$ cat src/rtl/tlb_miss_walker.sv
// Hashed page-table walker: turns a TLB miss into a chain walk over a simple
// read handshake and returns either a TLB fill or a fault code.
module tlb_miss_walker #(
    parameter int WORD_LENGTH   = 32,
    parameter int HASH_BITS     = 10,
    parameter int MAX_CHAIN     = 8,
    parameter int TLB_TAG_WIDTH = 20
) (
    input  logic                                 clk,
    input  logic                                 rst,
    input  logic                                 missReq,
    input  logic [WORD_LENGTH-1:0]               missSeg,
    input  logic [WORD_LENGTH-1:0]               missOfs,
    input  logic [WORD_LENGTH-1:0]               ptBase,
    output logic                                 busy,
    output logic                                 memReq,
    output logic [WORD_LENGTH-1:0]               memAdr,
    input  logic                                 memAck,
    input  logic [WORD_LENGTH-1:0]               memData,
    output logic                                 tlbWrEn,
    output logic [WORD_LENGTH+TLB_TAG_WIDTH-1:0] tlbWrTag,
    output logic [WORD_LENGTH-1:0]               tlbWrData,
    output logic                                 done,
    output logic                                 fault,
    output logic [1:0]                           faultCode
);

    localparam int CNT_W = $clog2(MAX_CHAIN + 1);

    typedef enum logic [2:0] {
        IDLE    = 3'd0,
        HASH    = 3'd1,
        RD_SEG  = 3'd2,
        RD_VPN  = 3'd3,
        RD_INFO = 3'd4,
        RD_NEXT = 3'd5,
        FILL    = 3'd6,
        FAULT   = 3'd7
    } state_t;

    state_t                          r_state;
    state_t                          w_state_nxt;
    logic [WORD_LENGTH-1:0]          r_entry;
    logic [WORD_LENGTH-1:0]          w_entry_nxt;
    logic [CNT_W-1:0]                r_cnt;
    logic [CNT_W-1:0]                w_cnt_nxt;
    logic [1:0]                      w_code_nxt;
    logic                            w_rd_nxt;
    logic [WORD_LENGTH-1:0]          r_seg;
    logic [TLB_TAG_WIDTH-1:0]        r_vpn;
    logic [WORD_LENGTH-5:0]          r_ptbase;
    logic [HASH_BITS-1:0]            w_idx;
    logic [WORD_LENGTH-1:0]          w_hash_adr;
    logic                            w_unused;

    logic                                 r_busy;
    logic                                 r_mem_req;
    logic [WORD_LENGTH-1:0]               r_mem_adr;
    logic                                 r_tlb_wr_en;
    logic [WORD_LENGTH+TLB_TAG_WIDTH-1:0] r_tlb_wr_tag;
    logic [WORD_LENGTH-1:0]               r_tlb_wr_data;
    logic                                 r_done;
    logic                                 r_fault;
    logic [1:0]                           r_fault_code;

    // Byte offset of the entry word fetched in each read state.
    function automatic logic [WORD_LENGTH-1:0] rd_ofs(input state_t s);
        case (s)
            RD_SEG:  rd_ofs = WORD_LENGTH'(0);
            RD_VPN:  rd_ofs = WORD_LENGTH'(4);
            RD_INFO: rd_ofs = WORD_LENGTH'(8);
            RD_NEXT: rd_ofs = WORD_LENGTH'(12);
            default: rd_ofs = WORD_LENGTH'(0);
        endcase
    endfunction

    assign w_idx      = r_seg[HASH_BITS-1:0] ^ r_vpn[HASH_BITS-1:0];
    assign w_hash_adr = {r_ptbase, 4'b0000} + (WORD_LENGTH'(w_idx) << 4);
    assign w_unused   = &{1'b0, missOfs[WORD_LENGTH-TLB_TAG_WIDTH-1:0], ptBase[3:0]};

    // State register.
    always_ff @(posedge clk or negedge rst) begin
        if (!rst) begin
            r_state <= IDLE;
        end else begin
            r_state <= w_state_nxt;
        end
    end

    // Next-state, chain pointer and counter decisions.
    always_comb begin
        w_state_nxt = r_state;
        w_entry_nxt = r_entry;
        w_cnt_nxt   = r_cnt;
        w_code_nxt  = 2'b00;
        case (r_state)
            IDLE: begin
                if (missReq) begin
                    w_state_nxt = HASH;
                    w_cnt_nxt   = CNT_W'(1);
                end else begin
                    w_state_nxt = IDLE;
                end
            end
            HASH: begin
                w_entry_nxt = w_hash_adr;
                w_state_nxt = RD_SEG;
            end
            RD_SEG: begin
                if (memAck) begin
                    if (memData == r_seg) begin
                        w_state_nxt = RD_VPN;
                    end else begin
                        w_state_nxt = RD_NEXT;
                    end
                end else begin
                    w_state_nxt = RD_SEG;
                end
            end
            RD_VPN: begin
                if (memAck) begin
                    if (memData[WORD_LENGTH-1] && (memData[TLB_TAG_WIDTH-1:0] == r_vpn)) begin
                        w_state_nxt = RD_INFO;
                    end else begin
                        w_state_nxt = RD_NEXT;
                    end
                end else begin
                    w_state_nxt = RD_VPN;
                end
            end
            RD_INFO: begin
                if (memAck) begin
                    w_state_nxt = FILL;
                end else begin
                    w_state_nxt = RD_INFO;
                end
            end
            RD_NEXT: begin
                // End of chain outranks misalignment, which outranks depth.
                if (memAck) begin
                    if (memData == WORD_LENGTH'(0)) begin
                        w_state_nxt = FAULT;
                        w_code_nxt  = 2'b01;
                    end else if (memData[3:0] != 4'h0) begin
                        w_state_nxt = FAULT;
                        w_code_nxt  = 2'b11;
                    end else if (r_cnt == CNT_W'(MAX_CHAIN)) begin
                        w_state_nxt = FAULT;
                        w_code_nxt  = 2'b10;
                    end else begin
                        w_state_nxt = RD_SEG;
                        w_entry_nxt = memData;
                        w_cnt_nxt   = r_cnt + CNT_W'(1);
                    end
                end else begin
                    w_state_nxt = RD_NEXT;
                end
            end
            FILL:    w_state_nxt = IDLE;
            FAULT:   w_state_nxt = IDLE;
            default: w_state_nxt = IDLE;
        endcase
        w_rd_nxt = (w_state_nxt == RD_SEG) || (w_state_nxt == RD_VPN) ||
                   (w_state_nxt == RD_INFO) || (w_state_nxt == RD_NEXT);
    end

    // Walk context and outputs, registered from the next state so they line up with it.
    always_ff @(posedge clk or negedge rst) begin
        if (!rst) begin
            r_entry       <= '0;
            r_cnt         <= '0;
            r_seg         <= '0;
            r_vpn         <= '0;
            r_ptbase      <= '0;
            r_busy        <= 1'b0;
            r_mem_req     <= 1'b0;
            r_mem_adr     <= '0;
            r_tlb_wr_en   <= 1'b0;
            r_tlb_wr_tag  <= '0;
            r_tlb_wr_data <= '0;
            r_done        <= 1'b0;
            r_fault       <= 1'b0;
            r_fault_code  <= 2'b00;
        end else begin
            r_entry <= w_entry_nxt;
            r_cnt   <= w_cnt_nxt;
            if ((r_state == IDLE) && missReq) begin
                r_seg    <= missSeg;
                r_vpn    <= missOfs[WORD_LENGTH-1 -: TLB_TAG_WIDTH];
                r_ptbase <= ptBase[WORD_LENGTH-1:4];
            end
            r_busy    <= (w_state_nxt != IDLE);
            r_mem_req <= w_rd_nxt;
            if (w_rd_nxt) begin
                r_mem_adr <= w_entry_nxt + rd_ofs(w_state_nxt);
            end
            r_done      <= (w_state_nxt == FILL) || (w_state_nxt == FAULT);
            r_fault     <= (w_state_nxt == FAULT);
            r_tlb_wr_en <= (w_state_nxt == FILL);
            if (w_state_nxt == FILL) begin
                r_tlb_wr_tag  <= {r_seg, r_vpn};
                r_tlb_wr_data <= memData;
                r_fault_code  <= 2'b00;
            end else if (w_state_nxt == FAULT) begin
                r_fault_code  <= w_code_nxt;
            end
        end
    end

    assign busy      = r_busy;
    assign memReq    = r_mem_req;
    assign memAdr    = r_mem_adr;
    assign tlbWrEn   = r_tlb_wr_en;
    assign tlbWrTag  = r_tlb_wr_tag;
    assign tlbWrData = r_tlb_wr_data;
    assign done      = r_done;
    assign fault     = r_fault;
    assign faultCode = r_fault_code;

endmodule

$ cat config.mk
export PLATFORM = sky130hd
export DESIGN_NAME = tlb_miss_walker
export DESIGN_NICKNAME = d
export VERILOG_FILES = /design/src/rtl/tlb_miss_walker.sv
export SDC_FILE = /design/constraint.sdc
export NUM_CORES = 1
export LEC_CHECK = 0
export CAP_MARGIN = 20
export CORE_AREA = 2 2 192 194
export CTS_BUF_LIST = sky130_fd_sc_hd__clkbuf_8
export DETAILED_ROUTE_END_ITERATION = 10
export DIE_AREA = 0 0 194 196
export GPL_TIMING_DRIVEN = 0
export PLACE_DENSITY_LB_ADDON = 0.12
export SYNTH_ARGS = -nofsm -noshare
export SYNTH_HDL_FRONTEND = slang
export SYNTH_SLANG_ARGS = --single-unit
export TNS_END_PERCENT = 10
$ cat constraint.sdc
create_clock -name clk -period 4.8 [get_ports clk]
set_input_delay 1.2 -clock clk [delete_from_list [all_inputs] [get_ports clk]]
set_output_delay 1.2 -clock clk [all_outputs]
set_load 0.05 [all_outputs]
# == Word level (Yosys, flattened, before mapping) ==
# Index checks and enable logic that the tools add are counted.
# totals
regBits,242
inputBits,132
output_inout_bits,123
elab_cells,85
# classes
add_sub_neg,3
eq_ne,21
mux,31
bitwise_logic,1
n_reduce_logical,14
# op_table
cell,n
two-way mux 32 bit,5
case mux 32 bit (2 select lines),1
adder 32 x 14 -> 32 bit,1
adder 32 bit,1
equality test 32 bit,1
zero test 32 bit,1
equality test 3 bit (second input constant),8
two-way mux 3 bit,7
case mux 3 bit (7 select lines),1
equality test 20 bit,1
two-way mux 4 bit,5
two-way mux 2 bit,8
equality test 3 x 2 -> 1 bit (second input constant),4
case mux 4 bit (3 select lines),1
!= test 2 bit (second input constant),5
bitwise XOR 10 bit,1
case mux 4 bit (2 select lines),1
AND reduction 6 bit,1
adder 4 x 1 -> 4 bit (second input constant),1
equality test 4 bit (second input constant),1
logical OR 1 bit,4
nonzero test 2 bit,2
nonzero test 4 bit,1
equality test 3 x 1 -> 1 bit (second input constant),1
5 further kinds,7

# == Longest topological paths before layout ==
# Gate-level depths: netlist (run 1).
# depth
depth_word,12
mapped_depth,22
ltp_nobuf,18

# == Worst setup path after synthesis (run 1) ==
# OpenSTA, ideal clock, no wires.
# synth_path
path_type,input-to-reg
start,input port memData[5]
end,"register r_mem_adr[30], in the netlist memAdr[30]"
setup_ns,0.092
arrival_time_ns,5.174
required_time_ns,4.708
setup_slack_ns,-0.467
cell_stages,22
n_path_buf,5
path_cell_list,buf_2 > nor4_2 > and4_1 > clkbuf_1 > nand2_1 > and2_1 > nand2_1 > a21oi_1 > nor2_1 > buf_1 > clkbuf_1 > a21oi_1 > ha_1 > fa_1 > a21boi_0 > o311ai_1 > nor2_1 > and3_1 > buf_6 > and4_1 > and4_1 > o31ai_2
# synth_between
elab_chain_cells,9
word_cells_on_any_way,26
cone_classes,1 x add/sub; 6 x eq/ne; 14 x mux; 5 x reduce/logical
# synth_rtl
item,line,text
"start, declared",19,"input logic [WORD_LENGTH-1:0] memData,"
equality test 20 bit,122,if (memData[WORD_LENGTH-1] && (memData[TLB_TAG_WIDTH-1:0] == r_vpn)) begin
logical AND 1 bit,122,
two-way mux 1 bit,122,
two-way mux 3 bit,121,if (memAck) begin
case mux 3 bit (7 select lines),96,case (r_state)
"equality test 3 bit, or another cell as far along","68, 164",
case mux 4 bit (3 select lines) / logical OR 1 bit (equally long branches),"68, 163",
two-way mux 32 bit / logical OR 1 bit (equally long branches),"194, 163",
adder 32 bit / logical OR 1 bit (equally long branches),"195, 164",
"end signal, assigned",195,r_mem_adr <= w_entry_nxt + rd_ofs(w_state_nxt);
"end, declared",58,logic [WORD_LENGTH-1:0] r_mem_adr;
# Parallel ways exist; a longest one is shown, timed or not. The select of a mux whose other input is x is not followed.
# A chain may end at the register's enable or synchronous reset.

# == Final worst setup path (run 1) ==
# layout_path
start,input port memData[29]
end,"register r_mem_adr[27], in the netlist memAdr[27]"
# layout_between
elab_chain_cells,8
word_cells_on_any_way,20
cone_classes,1 x add/sub; 5 x eq/ne; 10 x mux; 4 x reduce/logical
# layout_rtl
item,line,text
equality test 32 bit / zero test 32 bit (equally long branches),"111, 141",
two-way mux 3 bit (on tied branches),"111, 141",
two-way mux 3 bit (on tied branches),"110, 140",
case mux 3 bit (7 select lines) (*),96,
via w_state_nxt[1],42,state_t w_state_nxt;
"equality test 3 bit, or another cell as far along","68, 164",
case mux 4 bit (3 select lines) / logical OR 1 bit (equally long branches),"68, 163",
two-way mux 32 bit / logical OR 1 bit (equally long branches),"194, 163",
adder 32 bit / logical OR 1 bit (equally long branches),"195, 164",
# Mark *: on every way through the listed nets, which the timed path passes. The rest lies on a longest branch. The select of a mux whose other input is x is not followed.

==> results.sh, run 1 <==
export IMPL_min_path_type="flop to flop"
export IMPL_powerDensity_mw_per_mm2=833
export IMPL_grt_pass1_vias=9801
export IMPL_cpMaxStageDelayCell="or4_4"
export IMPL_r2r_start="r_state[0]"
export IMPL_wire_per_inst_um=22.5
export IMPL_pwr_share_seq_pct=28.4
export IMPL_holdPathStages=2
export IMPL_synth_compound_area_share_pct=11.1
export IMPL_htree_num_levels=2
export IMPL_ys_seq_area_share_pct=50.3
export IMPL_required_ns=5.29
export IMPL_globalplace_congestion=0.851
export IMPL_drive_gt1_share_pct=25.5
export IMPL_io_buffers=237
export IMPL_tightest_slew_ns=1.04
export IMPL_yosys_area_share_simple_pct=12.5
export IMPL_wl_um=41000
export IMPL_end_kind="flop"
export IMPL_p_switching_mw=6.40
export IMPL_fin_util_pct=44.6
export IMPL_synth_edff_count=0
export IMPL_status="completed"
export IMPL_synthesis_nets=1172
export IMPL_postSynthAreaPerCell_um2=11.8
export IMPL_ir_drop_mv=0.381
export IMPL_rsz0062_at_grt="yes"
export IMPL_async_flop_share_pct=100
export IMPL_drv_slew=0
export IMPL_fill_cells=3528
export IMPL_p_int_mw=7.00
export IMPL_holdPathEnd="memAdr[2]"
export IMPL_grt_pass1_wl_um=61500
export IMPL_syn_area_mm2=0.0120
export IMPL_period_share_pct=98.4
export IMPL_cts_sinks=242
export IMPL_yosys_warnings=0
export IMPL_grt_ovfl_total=0
export IMPL_mostFrequentLayoutCells="dfrtp_1, clkdlybuf4s50_1, mux2_2"
export IMPL_rr_worst_depth=16
export IMPL_leakagePower_nw=6.62
export IMPL_yosys_mux_area_fraction_pct=15.7
export IMPL_synthXorXnorAreaFrac_pct=6.25
export IMPL_cpPeakStageDelay_ns=0.52
export IMPL_final_common_cell="dfrtp_1"
export IMPL_root_buffer="clkbuf_8"
export IMPL_worstPathCellList="buf_2, xor2_2, nor4_2, nand4_1, or4_4, o41ai_4, buf_4, a21oi_2, o22ai_2, nor2_2, ha_1, a21oi_1, nor4_4, and3_1, buf_6, nand4_4, or3_1, a31oi_1"
export IMPL_setup_viol=0
export IMPL_clock_fmax_mhz=212
export IMPL_crit_arrival_ns=5.21
export IMPL_hpwlAfterDp_um=31000
export IMPL_dr_first_iter_drc_count=527
export IMPL_min_from="memAdr[2]"
export IMPL_syn_inst=1024
export IMPL_area_delta_synth_final_pct=33.6
export IMPL_clk_pin_slew_ns=0.06
export IMPL_pwr_share_clk_pct=14.3
export IMPL_yosysUniqueCellTypes=91
export IMPL_drv_cap=0
export IMPL_worstSetupPathType="primary input to flop"
export IMPL_clk_latency_ns=0.57
export IMPL_nets=1466
export IMPL_num_vias=9445
export IMPL_period_minus_slack_ns=4.72
export IMPL_cts_tree="yes"
export IMPL_synth_top_family_by_area="multiplexers"
export IMPL_cp_max_fo=8
export IMPL_clockBufferDepth=3
export IMPL_cp_start_kind="primary input"
export IMPL_ys_ff_latch=242
export IMPL_slew_headroom_pct=29.8
export IMPL_rr_endpoint="memAdr[22]"
export IMPL_r2r_slack_ns=0.36
export IMPL_ios=255
export IMPL_first_pass_iters=5
export IMPL_die_w_um=194
export IMPL_via_per_inst=5.19
export IMPL_die_height_um=196
export IMPL_grt_max_degree=99
export IMPL_dieArea_mm2=0.0380
export IMPL_start_util_pct=33.4
export IMPL_numCtsBuffers=43
export IMPL_finClkSkew_ns=0.0291
export IMPL_combPwrFrac_pct=57.3
export IMPL_tns_ns=0
export IMPL_swShare_pct=47.8
export IMPL_synth_flop_cell="dfrtp_1"
export IMPL_rows=70
export IMPL_antenna_found_initial=5
export IMPL_core_mm2=0.0361
export IMPL_finalHoldViolCount=0
export IMPL_ant_nets=0
export IMPL_drc=0
export IMPL_grt_total_usage_pct=21.3
export IMPL_synth_adder_area_share_pct=1.79
stage by stage:
stage	cells	hold slack [ns]	total power, mW	area [µm²]	setup slack [ns]
final	1819	0.463	13.4	16100	0.0789
after global placement	1729	0.461	11.4	15000	-8.56
after global routing	1818	0.495	14.2	16100	-0.0370
after CTS	1811	0.468	13.5	16000	0.0306
after floorplan	1024	0.470	8.86	12100	0.00858
after detailed placement	1731	0.455	11.4	15100	-1.81
routing by layer:
metal	GRT usage [%]	vias to the layer above	wire (µm)	part of all wire (%)
met1	28.4	4708	18200	44
met4	8.59	4	1520	3.7
met5	0	-	27	0.066
met3	5.71	76	2710	6.6
met2	32.9	300	18500	45
li1	-	4357	-	-
power groups by stage:
stage,Combinational (mW),Clock [mW],Sequential (mW)
finish,7.68,1.91,3.81
global route,8.21,2.07,3.95
floorplan,3.53,0,5.34
CTS,7.67,1.98,3.82
global placement,7.54,0,3.83
detailed placement,7.58,0,3.84
critical path, delay by kind of cell:
| kind | cells | cell delay, ns |
|---|---|---|
| XOR/XNOR | 1 | 0.22 |
| AO/OA/AOI/OAI | 5 | 0.89 |
| adder cells (fa/ha/maj) | 1 | 0.27 |
| buffers and inverters | 3 | 0.50 |
| AND/OR/NAND/NOR | 8 | 2.11 |
sequential cells by signal, summed over array words and instances (netlist names), 2 cells and up:
register	cells
r_state	3
r_ptbase	28
memAdr	32
r_cnt	4
tlbWrData	32
faultCode	2
r_entry	32
r_seg	32
tlbWrTag	52
r_vpn	20
what timing repair did:
item	in CTS	in global routing
resized for setup	87	42
endpoints found under the setup margin	29	21
pin swaps	10	14
hold buffers	0	0
setup buffers	5	6
cell type report:
cell class	instances	area [µm²]	share of cell area, %
Inverter	19	71.3	0.443
Tap cell	468	586	3.64
Timing Repair Buffer	250	2430	15.1
Multi-Input combinational cell	713	5850	36.3
Buffer	49	254	1.58
Sequential cell	242	6060	37.6
Clock buffer	55	757	4.70
Clock inverter	21	88.8	0.552
Antenna cell	2	5.00	0.0311
worst max path at each step:
stage / startpoint / endpoint / slack, ns / cells after the start
2_1_floorplan: memData[5] / memAdr[30] / 0.009 / 22
6_report: memData[29] / memAdr[27] / 0.08 / 18
5_1_grt: memData[29] / memAdr[21] / -0.04 / 18
3_5_place_dp: memData[17] / memAdr[30] / -1.81 / 18
4_1_cts: memData[3] / memAdr[22] / 0.03 / 20
3_3_place_gp: rst / r_vpn[18] / -8.56 / 1
synth_stat cells (8+ instances only):
master,instances,share of area (%)
buf_2,8,0.33
a22oi_1,8,0.50
inv_1,17,0.53
o211ai_1,8,0.50
nand3_1,15,0.62
nand2_1,68,2.1
o21ai_0,34,1.4
and2_1,9,0.47
and3_1,16,0.83
dfrtp_1,242,50
a31oi_1,9,0.47
clkbuf_1,35,1.1
xnor2_1,42,3.1
nor4_1,20,1.0
mux2_2,164,15
nor3_1,10,0.42
a21oi_1,32,1.3
xor2_1,44,3.2
and4_1,9,0.65
nand4_1,18,0.93
ha_1,14,1.5
or3_1,10,0.52
nor2_1,44,1.4
cells by family (layout without fill, tap and decap cells):
group | after synthesis | count (layout)
flip-flops | 242 | 242
adder cells (fa/ha/maj) | 16 | 16
buffers and inverters | 69 | 394
AO/OA/AOI/OAI | 181 | 181
AND/OR/NAND/NOR | 262 | 262
multiplexers | 168 | 168
XOR/XNOR | 86 | 86
other | 0 | 2
Power figures use the tool's default switching activity.
==> run 2: changes to the inputs <==
--- a/config.mk
+++ b/config.mk
@@ -10,7 +10,6 @@
 export CTS_BUF_LIST = sky130_fd_sc_hd__clkbuf_8
 export DETAILED_ROUTE_END_ITERATION = 10
 export DIE_AREA = 0 0 194 196
-export GPL_TIMING_DRIVEN = 0
 export PLACE_DENSITY_LB_ADDON = 0.12
 export SYNTH_ARGS = -nofsm -noshare
 export SYNTH_HDL_FRONTEND = slang
==> run 2 against run 1 <==
  * Total power up 4.2%
  * Clock skew up 0.017 ns
  * Utilization up 2.4 points
  * Die area unchanged
  * Final area up 5.5%
  * Critical endpoint unchanged
  * Highest routed layer unchanged
==> results.sh, run 2 (same netlist as run 1, synthesis figures left out) <==
export IMPL_clockBufferDepth=3
export IMPL_cp_max_fo=8
export IMPL_min_path_type="flop to flop"
export IMPL_grt_pass1_vias=9812
export IMPL_worstSetupPathType="primary input to flop"
export IMPL_dr_first_iter_drc_count=636
export IMPL_die_height_um=196
export IMPL_total_power_mw=14.0
export IMPL_cts_sinks=242
export IMPL_ant_nets=0
export IMPL_end_kind="flop"
export IMPL_holdWs_ns=0.463
export IMPL_die_w_um=194
export IMPL_leakagePower_nw=7.21
export IMPL_drv_cap=0
export IMPL_period_share_pct=97.2
export IMPL_nets=1535
export IMPL_clk_pin_slew_ns=0.05
export IMPL_cts_tree="yes"
export IMPL_grt_max_degree=116
export IMPL_drive_gt1_share_pct=30.2
export IMPL_cp_start_kind="primary input"
export IMPL_io_buffers=238
export IMPL_largest_reg_flops=52
export IMPL_rows=70
export IMPL_period_minus_slack_ns=4.67
export IMPL_clk_latency_ns=0.63
export IMPL_root_buffer="clkbuf_8"
export IMPL_grt_ovfl_total=0
export IMPL_ios=255
export IMPL_finalHoldViolCount=0
export IMPL_first_pass_iters=5
export IMPL_drv_slew=0
export IMPL_setup_viol=0
export IMPL_numCtsBuffers=46
export IMPL_crit_arrival_ns=5.20
export IMPL_grt_total_usage_pct=21.4
export IMPL_antenna_found_initial=8
export IMPL_core_mm2=0.0361
export IMPL_mostFrequentLayoutCells="dfrtp_1, clkdlybuf4s50_1, mux2_2"
export IMPL_required_ns=5.33
export IMPL_ir_drop_mv=0.466
export IMPL_slew_headroom_pct=31.1
export IMPL_powerDensity_mw_per_mm2=823
export IMPL_clock_fmax_mhz=214
export IMPL_wl_um=41000
export IMPL_dieArea_mm2=0.0380
export IMPL_globalplace_congestion=0.844
export IMPL_area_delta_synth_final_pct=40.9
export IMPL_grt_pass1_wl_um=61200
export IMPL_tightest_slew_ns=1.03
export IMPL_start_util_pct=33.4
export IMPL_htree_num_levels=2
export IMPL_final_common_cell="dfrtp_1"
export IMPL_drc=0
export IMPL_wire_per_inst_um=21.7
export IMPL_hpwlAfterDp_um=30800
export IMPL_rsz0062_at_grt="yes"
export IMPL_status="completed"
export IMPL_via_per_inst=5.07
export IMPL_finClkSkew_ns=0.0457
export IMPL_num_vias=9586
[run 2: path summary, 6_finish.rpt]
kind                            start           to  slack [ns]  cells after the start
max reg2reg                 r_seg[17]   memAdr[27]        0.49                     17
min                         memAdr[2]    memAdr[2]        0.46                      2
min in group asynchronous         rst    memAdr[0]        0.61                      1
max in group asynchronous         rst  r_ptbase[9]        3.21                      2
max                        memData[1]   memAdr[27]        0.13                     17
min reg2reg                 memAdr[2]    memAdr[2]        0.46                      2
[run 2: layer usage]
metal	track usage, %	share of wire [%]	wire [µm]
met5	0	0.095	39
met1	28.9	45	18600
met4	8.08	3.1	1260
met2	32.7	45	18500
met3	5.71	6.2	2560
[run 2: timing repair]
action	in CTS	in global routing
buffers inserted	0	4
gates resized for setup	8	31
endpoints found under the setup margin	24	22
pin swaps	8	11
hold buffers	0	0
[run 2: area by class of cell]
class                      count  area [µm²]
multi-input combinational    713        5840
clock inverter                21         160
tap                          468         586
fill                        3444       19100
inverter                      19        71.3
clock buffer                  58         798
sequential                   242        6060
antenna                        6        15.0
timing repair buffer         365        3450
[run 2: metrics by stage]
| stage | std cells | setup TNS, ns | utilization, % | instance area, µm² | setup slack [ns] |
|---|---|---|---|---|---|
| after floorplan | 1024 | 0 | - | 12100 | 0.00858 |
| after global placement | 1803 | -22.49 | 43.8 | 15800 | -1.03 |
| after detailed placement | 1803 | -25.65 | 43.8 | 15800 | -1.17 |
| after CTS | 1882 | 0 | 46.6 | 16800 | 0.00188 |
| after global routing | 1890 | -0.199 | 47.0 | 17000 | -0.0747 |
| final | 1892 | 0 | 47.0 | 17000 | 0.134 |
[run 2: worst max-delay path, cell delays in order]
cell and delay (ns):
clkdlybuf4s50_1 0.44, xor2_1 0.18, nor4_1 0.29, nand4_1 0.13, or4_4 0.52, o41ai_4 0.30
buf_4 0.18, a21oi_1 0.07, o22ai_2 0.20, nor2_2 0.08, ha_1 0.29, a21oi_2 0.07
nor4_4 0.30, and3_4 0.30, nand4_4 0.12, or3_1 0.35, a31oi_1 0.16
[run 2: report_power, final]
part,switching [mW],internal (mW)
Combinational,4.74,3.25
Clock,0.928,1.20
Sequential,0.819,3.04
==> run 3: changes to the inputs <==
--- a/config.mk
+++ b/config.mk
@@ -11,6 +11,7 @@
 export DETAILED_ROUTE_END_ITERATION = 10
 export DIE_AREA = 0 0 194 196
 export PLACE_DENSITY_LB_ADDON = 0.12
+export SETUP_SLACK_MARGIN = 0.02
 export SYNTH_ARGS = -nofsm -noshare
 export SYNTH_HDL_FRONTEND = slang
 export SYNTH_SLANG_ARGS = --single-unit
==> run 3 against run 2 <==
  * Via count up 1.2%
  * Clock power increased by 2%
  * Sequential share of layout area is 0.22 points lower
==> results.sh, run 3 (same netlist as run 1, synthesis figures left out) <==
export IMPL_status="completed"
export IMPL_r2r_start="r_seg[13]"
export IMPL_period_share_pct=96.5
export IMPL_cp_start_kind="primary input"
export IMPL_finalHoldViolCount=0
export IMPL_clk_latency_ns=0.61
export IMPL_grt_total_usage_pct=21.5
export IMPL_rr_endpoint="memAdr[27]"
export IMPL_drv_slew=0
export IMPL_pre_cts_ws_ns=-1.13
export IMPL_ant_nets=0
export IMPL_dieArea_mm2=0.0380
export IMPL_grt_pass1_wl_um=61400
export IMPL_rr_worst_depth=17
export IMPL_leakagePower_nw=7.23
export IMPL_worstSetupPathType="primary input to flop"
export IMPL_end_kind="flop"
export IMPL_wire_per_inst_um=21.9
export IMPL_io_buffers=238
export IMPL_cts_tree="yes"
export IMPL_required_ns=5.33
export IMPL_via_per_inst=5.13
export IMPL_rows=70
export IMPL_ir_drop_mv=0.452
export IMPL_holdPathEnd="memAdr[2]"
export IMPL_pwr_share_seq_pct=27.6
export IMPL_wl_um=41500
export IMPL_root_buffer="clkbuf_8"
export IMPL_start_util_pct=33.4
export IMPL_final_common_cell="dfrtp_1"
export IMPL_cts_hold_buf=0
export IMPL_pwr_share_clk_pct=15.4
export IMPL_dr_first_iter_drc_count=446
export IMPL_holdPathStages=2
export IMPL_num_vias=9701
export IMPL_slew_headroom_pct=32.4
export IMPL_htree_num_levels=2
export IMPL_p_switching_mw=6.54
export IMPL_antenna_found_initial=11
export IMPL_place_area_mm2=0.0158
export IMPL_core_mm2=0.0361
export IMPL_powerDensity_mw_per_mm2=821
export IMPL_clock_fmax_mhz=216
export IMPL_swShare_pct=46.6
export IMPL_tightest_slew_ns=1.01
export IMPL_holdWs_ns=0.460
export IMPL_hpwlAfterDp_um=30800
export IMPL_period_minus_slack_ns=4.63
export IMPL_grt_ovfl_total=0
export IMPL_first_pass_iters=5
export IMPL_combPwrFrac_pct=57.0
export IMPL_drv_cap=0
export IMPL_design_area_mm2=0.0171
export IMPL_finClkSkew_ns=0.0236
export IMPL_drive_gt1_share_pct=31.1
export IMPL_cp_max_fo=4
export IMPL_ios=255
export IMPL_cts_sinks=242
export IMPL_area_delta_synth_final_pct=41.8
export IMPL_die_height_um=196
export IMPL_worstPathCellList="clkdlybuf4s50_1, buf_4, or4_4, nor3b_4, and2_4, nand2_1, a21oi_2, nor2_2, a21oi_1, ha_2, fa_2, a21boi_4, o311ai_4, nor2_2, and3_4, buf_4, nand2_1, or4_1, a31oi_1"
export IMPL_min_path_type="flop to flop"
export IMPL_crit_arrival_ns=5.16
export IMPL_cpPeakStageDelay_ns=0.55
export IMPL_numCtsBuffers=45
export IMPL_nets=1533
export IMPL_setup_viol=0
export IMPL_rsz0062_at_grt="yes"
export IMPL_mostFrequentLayoutCells="dfrtp_1, clkdlybuf4s50_1, mux2_2"
export IMPL_min_from="memAdr[2]"
export IMPL_r2r_slack_ns=0.57
export IMPL_clk_pin_slew_ns=0.06
export IMPL_p_int_mw=7.50
export IMPL_grt_pass1_vias=9690
export IMPL_largest_reg_flops=52
export IMPL_setup_ws_ns=0.167
export IMPL_clockBufferDepth=3
export IMPL_drc=0
export IMPL_globalplace_congestion=0.826
export IMPL_cpMaxStageDelayCell="or4_4"
export IMPL_grt_max_degree=96
export IMPL_die_w_um=194
run 3: how the worst max path moves through the flow:
stage | startpoint | end | slack (ns) | depth (start not counted)
floorplan | memData[11] | memAdr[30] | 0.05 | 17
global placement | memData[23] | memAdr[28] | -1.04 | 19
detailed placement | memData[23] | memAdr[30] | -1.13 | 19
CTS | memData[17] | memAdr[30] | 0.03 | 19
global route | memData[1] | memAdr[22] | -0.02 | 19
finish | memData[1] | memAdr[22] | 0.17 | 19
run 3: layout make-up:
class | count | area (µm²)
Clock inverter | 22 | 149
Tap cell | 468 | 586
Fill cell | 3464 | 19000
Inverter | 19 | 71.3
Clock buffer | 60 | 826
Timing Repair Buffer | 364 | 3430
Sequential cell | 242 | 6060
Antenna cell | 3 | 7.51
Multi-Input combinational cell | 713 | 5960
run 3: per-stage QoR:
| stage | cells | total power, mW | util (%) | setup TNS [ns] |
|---|---|---|---|---|
| floorplan | 1024 | 8.86 | - | 0 |
| global placement | 1801 | 11.7 | 43.7 | -23.78 |
| detailed placement | 1801 | 11.8 | 43.7 | -25.99 |
| CTS | 1887 | 14.0 | 46.6 | 0 |
| global route | 1890 | 14.9 | 47.3 | -0.0212 |
| finish | 1891 | 14.0 | 47.3 | 0 |
run 3: layer usage:
layer	track usage [%]	wire (µm)	vias up
met3	6.67	2940	73
met2	33.2	18900	280
met1	28.9	18600	4822
li1	-	-	4514
met5	0	78	-
met4	6.57	982	12
run 3: critical path: cells and delay by family:
kind	cells	cell delay, ns
AND/OR/NAND/NOR	9	1.98
AO/OA/AOI/OAI	5	0.79
buffers and inverters	3	0.72
adder cells (fa/ha/maj)	2	0.44
run 3: power groups by stage:
stage                     sequential [mW]  clock (mW)  combinational, mW
after floorplan                      5.34           0               3.53
after global placement               3.87           0               7.85
after detailed placement             3.89           0               7.88
after CTS                            3.87        2.23               7.94
after global routing                 4.02        2.31               8.53
final                                3.87        2.16               8.00
run 3: timing repair:
item / 4_1_cts / 5_1_grt
setup buffers: 4 / 1
pin swaps: 7 / 15
gates resized for setup: 6 / 50
setup endpoints to repair: 25 / 23
